<file path="src/rtl/seq_pkg.sv">
// seq_pkg: types and constants shared by the bit-pattern link blocks.
//   tx_state_t      : transmitter FSM states
//   DEFAULT_PAT_W   : default pattern length in bits
//   DEFAULT_PATTERN : default pattern, sent MSB-first
//   clog2_min1()    : counter width helper that never returns 0
package seq_pkg;

   typedef enum logic [1:0] {
      IDLE = 2'd0,
      SEND = 2'd1,
      GAP  = 2'd2,
      DONE = 2'd3
   } tx_state_t;

   localparam int DEFAULT_PAT_W = 3;
   localparam logic [DEFAULT_PAT_W-1:0] DEFAULT_PATTERN = 3'b101;

   // Width of a counter that has to hold values 0..n-1. A counter is always
   // at least one bit wide, even when it only ever holds 0.
   function automatic int clog2_min1(input int n);
      int w;
      w = $clog2(n);
      return (w < 1) ? 1 : w;
   endfunction

endpackage

</file>
<file path="src/rtl/seq_gen_tx.sv">
// seq_gen_tx: Moore-FSM serial pattern transmitter.
// Shifts PATTERN out MSB-first on dout, one bit per clock, 'reps' times,
// with GAP_CYCLES idle-bit cycles between repetitions.
//
// Ports:
//   clk    in   system clock, rising edge
//   rst    in   asynchronous reset, active-high
//   start  in   transmission request, only looked at in IDLE
//   reps   in   repetition count, latched together with start
//   abort  in   cancel transmission, back to IDLE without a done pulse
//   dout   out  serial bit out (IDLE_BIT when not sending)
//   busy   out  high in SEND and GAP
//   done   out  one-cycle pulse after the last bit of the last repetition
//
// state | meaning
// ------+---------------------------------------------------------------
// IDLE  | waiting for start; dout=IDLE_BIT
// SEND  | shifting PATTERN[PAT_W-1-bit_idx] out; busy=1
// GAP   | idle bits between repetitions; busy=1
// DONE  | single-cycle done pulse, then IDLE
module seq_gen_tx
   import seq_pkg::*;
#(
   parameter int               PAT_W      = DEFAULT_PAT_W,
   parameter logic [PAT_W-1:0] PATTERN    = DEFAULT_PATTERN,
   parameter logic             IDLE_BIT   = 1'b0,
   parameter int               GAP_CYCLES = 1,
   parameter int               CNT_W      = 4
)(
   input  logic             clk,
   input  logic             rst,
   input  logic             start,
   input  logic [CNT_W-1:0] reps,
   input  logic             abort,
   output logic             dout,
   output logic             busy,
   output logic             done
);

   localparam int BIT_W = clog2_min1(PAT_W);
   localparam int GAP_W = clog2_min1(GAP_CYCLES + 1);

   localparam logic [BIT_W-1:0] BIT_LAST = BIT_W'(PAT_W - 1);
   // With GAP_CYCLES==0 the GAP state is unreachable; keep the constant sane.
   localparam logic [GAP_W-1:0] GAP_LAST = GAP_W'((GAP_CYCLES > 0) ? GAP_CYCLES - 1 : 0);
   localparam logic [CNT_W-1:0] REP_ONE  = CNT_W'(1);

   tx_state_t        state, state_nx;
   logic [BIT_W-1:0] bit_idx, bit_nx;
   logic [GAP_W-1:0] gap_cnt, gap_nx;
   logic [CNT_W-1:0] rep_cnt, rep_nx;

   always_ff @(posedge clk or posedge rst) begin
      if (rst) begin
         state   <= IDLE;
         bit_idx <= '0;
         gap_cnt <= '0;
         rep_cnt <= '0;
      end else begin
         state   <= state_nx;
         bit_idx <= bit_nx;
         gap_cnt <= gap_nx;
         rep_cnt <= rep_nx;
      end
   end

   // Next-state logic plus Moore output decode; outputs depend only on the
   // registered state and bit index, never on the inputs.
   always_comb begin
      state_nx = state;
      bit_nx   = bit_idx;
      gap_nx   = gap_cnt;
      rep_nx   = rep_cnt;
      dout     = IDLE_BIT;
      busy     = 1'b0;
      done     = 1'b0;

      case (state)
         IDLE: begin
            // abort outranks start: a simultaneous request is dropped
            if (!abort && start) begin
               if (reps != '0) begin
                  state_nx = SEND;
                  rep_nx   = reps;
                  bit_nx   = '0;
                  gap_nx   = '0;
               end else begin
                  state_nx = DONE;
               end
            end
         end

         SEND: begin
            dout = PATTERN[BIT_LAST - bit_idx];
            busy = 1'b1;
            if (bit_idx == BIT_LAST) begin
               bit_nx = '0;
               gap_nx = '0;
               rep_nx = rep_cnt - 1'b1;
               if (rep_cnt == REP_ONE) begin
                  state_nx = DONE;
               end else if (GAP_CYCLES > 0) begin
                  state_nx = GAP;
               end
               // otherwise stay in SEND: back-to-back repetition
            end else begin
               bit_nx = bit_idx + 1'b1;
            end
         end

         GAP: begin
            busy = 1'b1;
            if (gap_cnt == GAP_LAST) begin
               state_nx = SEND;
               bit_nx   = '0;
               gap_nx   = '0;
            end else begin
               gap_nx = gap_cnt + 1'b1;
            end
         end

         DONE: begin
            done     = 1'b1;
            state_nx = IDLE;
            bit_nx   = '0;
            gap_nx   = '0;
            rep_nx   = '0;
         end

         default: begin
            state_nx = IDLE;
         end
      endcase

      if (abort && (state != IDLE)) begin
         state_nx = IDLE;
         bit_nx   = '0;
         gap_nx   = '0;
         rep_nx   = '0;
      end
   end

endmodule
</file>
<file path="config.mk">
export PLATFORM = sky130hd
export DESIGN_NAME = seq_gen_tx
export DESIGN_NICKNAME = d
export VERILOG_FILES = /design/src/rtl/seq_pkg.sv /design/src/rtl/seq_gen_tx.sv
export SDC_FILE = /design/constraint.sdc
export NUM_CORES = 1
export LEC_CHECK = 0
export ABC_AREA = 1
export CAP_MARGIN = 5
export CORE_MARGIN = 3
export CORE_UTILIZATION = 35
export CTS_CLUSTER_SIZE = 10
export DETAILED_ROUTE_END_ITERATION = 8
export PLACE_DENSITY_LB_ADDON = 0.2
export RECOVER_POWER = 25
export SLEW_MARGIN = 5
export SYNTH_ARGS = -nofsm -noshare
export SYNTH_HDL_FRONTEND = slang
export SYNTH_SLANG_ARGS = --single-unit
</file>
<file path="constraint.sdc">
create_clock -name clk -period 1.8 [get_ports clk]
set_input_delay 0.27 -clock clk [delete_from_list [all_inputs] [get_ports clk]]
set_output_delay 0.27 -clock clk [all_outputs]
set_load 0.01 [all_outputs]
</file>
==> reports/results.txt <==
Slowest cell on crit path: clkdlybuf4s50_1
max cap viols: 0
number of port buffers: 10
Inst Count DP: 117
# setup viols final: 0
run status: complete, no violations
Starting Density: 0.394
Chip Height: 48.6 um
top achievable clock speed: 588 MHz
Post-DP HPWL: 1.07 mm
Psw: 715 uW
Final WS setup: 99.9 ps
highest ir drop seen on vdd: 1.04 mV
XOR/XNOR share of the synthesized area: 0.0138
leakage: 0.382 nW
CP Launch Type: flop
Avg Cell Area, Syn: 7.74 um2
final worst-path cycle share: 0.944
post-route ant nets: 0
H-tree lvl count: 1
hold-fix buffers at CTS: 0
detailed-route vias per instance: 4.74
num ports: 11
fin crit period: 1700 ps
placed cell area: 772 um2
setup tns final: 0 ps
Final Hold Viols: 0
number of antenna diodes: 0
Netlist cell types: 19
layout cell share with drive strength beyond 1: 0.155
routed length per instance: 10.9 um
final total power: 1.45 mW
worst-path fanout max: 4
Top delay family on crit path: buffers and inverters
combinational family with the most area after synthesis: simple AND/OR/NAND/NOR gates
core footprint: 1610 um2
Simple-Gate Fraction of Synth Area: 0.375
pin count of the biggest net entering global routing: 9
measured slew at the worst slew-check pin: 334 ps
GPL Wtd Cong: 0.755
met3 GRT Util: 0.0337
RSZ-0062 raised after global routing: false
pre-CTS setup slack: 124 ps
Comb pwr share: 0.678
Layout Cells excl Fill: 121
Clock Power Share: 0.094
post-synthesis sequential area ratio: 0.316
CP cell instances: ha_1, clkdlybuf4s50_1
slowest stage delay, CP: 560 ps
Worst Path Required: 1530 ps
vias in the first global route: 544
DIE WIDTH: 48.6 um
root buffer cell: clkbuf_4
Reg power frac: 0.228
CTS clk-pin slew, worst paths: 60 ps
design area: 801 um2
CTS tree: built
Setup CP Type: flop to output port
grt peak-use layer: met2
Worst Setup End Kind: output port
synthesis warning total: 0
final WL: 1.32 mm
most frequent cells in the layout: nand2_1, inv_1, nand3_1
gr ovfl total: 0
met1 Use GR: 0.175
Int Pwr: 732 uW
commonest non-fill, non-tap cell in the layout: nand2_1
worst hold path type: input pin to async pin
gr usage total: 0.129
Die Area: 2360 um2
#FFs+latches synth: 8
post-synthesis cell count: 82
Slew Viols, Final: 0
cell area after synthesis: 634 um2
Clock Path Buffers: 2
Setup Skew: 10.1 ps
# rows: 14
P&R area growth vs syn: 26.2%
met2 Usage GRT: 0.193
initial antenna violation count: 0
Sw Ratio: 0.494
via count: 574
Residual DRC: 0
number of DRC markers in iteration 0: 13
CTS buffer count: 3
first-pass GRT wire length: 2.41 mm
PwrDens: 1810 nW/um2
worst path arrival time: 1430 ps
worst path bufs/invs: 1
DRT Pass-1 Iters: 4
Sink Count: 8
Slew headroom: 0.777
complex-gate fraction of the synthesized area: 0.112
worst skew pair latency: 250 ps
NumNets Final: 113
mux share of post-synthesis cell area: 0
Post-Syn Nets: 96
post-synthesis adder-cell area fraction: 0.118
-- Yosys cell counts (all sizes together) --
cell type | number | area, um2
nand2 | 20 | 92.6
nand3 | 12 | 82.6
inv | 11 | 41.3
o21ai | 10 | 50.0
nor2 | 9 | 57.6
dfrtp | 8 | 200
ha | 6 | 75.1
a21oi | 3 | 15.0
a31oi | 1 | 6.26
nor3 | 1 | 5.00
xnor2 | 1 | 8.76
-- flip-flops by register name, indices dropped and copies added, names as in the netlist --
signal,flops
rep_cnt,4
bit_idx,2
state,2
-- routing by layer --
metal | wire length, um | vias to the layer above
met2 | 611 | 9
met1 | 645 | 263
met5 | 0 | -
met4 | 12 | 0
li1 | - | 300
met3 | 47 | 2
-- cells by family (layout without fill, tap and decap cells) --
kind of cell,Yosys count,in the layout
AOI/OAI and AO/OA,14,14
xor gates and xnor gates,1,1
adders and majority gates,6,6
buffers and inverters,11,26
DFF,8,8
and+or+nand+nor,42,42
-- metrics by stage --
step	util	hold slack (ps)
3_5_place_dp	0.479	521
3_3_place_gp	0.479	513
2_1_floorplan	-	85.7
5_1_grt	0.497	439
4_1_cts	0.496	274
6_report	0.497	406
-- path summary, 6_finish.rpt --
kind	slack (ps)	cells past startpoint	to	start
worst max-delay path	100	2	done	state[0]$_DFFE_PP0P_
worst min-delay path	410	2	bit_idx[1]$_DFFE_PP0P_	rst
worst max register to register	180	9	rep_cnt[2]$_DFFE_PP0P_	state[0]$_DFFE_PP0P_
worst min register to register	520	2	bit_idx[1]$_DFFE_PP0P_	bit_idx[1]$_DFFE_PP0P_
max in group asynchronous	1140	2	rep_cnt[0]$_DFFE_PP0P_	rst
min in group clk	520	2	bit_idx[1]$_DFFE_PP0P_	bit_idx[1]$_DFFE_PP0P_
-- area by class of cell --
class	instances	area [um2]
clock buffer	3	22.5
fill	176	811
inverter	11	41.3
multi-input combinational	63	393
sequential	8	200
tap	24	30.0
timing repair buffer	12	114
-- timing repair --
| item | 4_1_cts | 5_1_grt |
|---|---|---|
| hold endpoints to repair | 0 | 0 |
| resized for setup | 2 | 1 |
| setup buffers | 1 | 0 |
| endpoints found under the setup margin | 2 | 1 |
-- power groups by stage --
stage	sequential [mW]	combinational [mW]	clock (mW)
after floorplan	0.322	0.747	0
after global routing	0.339	1.10	0.150
after global placement	0.335	0.984	0
after CTS	0.329	0.987	0.142
after detailed placement	0.337	0.985	0
final	0.329	0.982	0.136
Note: power is estimated with default switching activity, not from simulation.
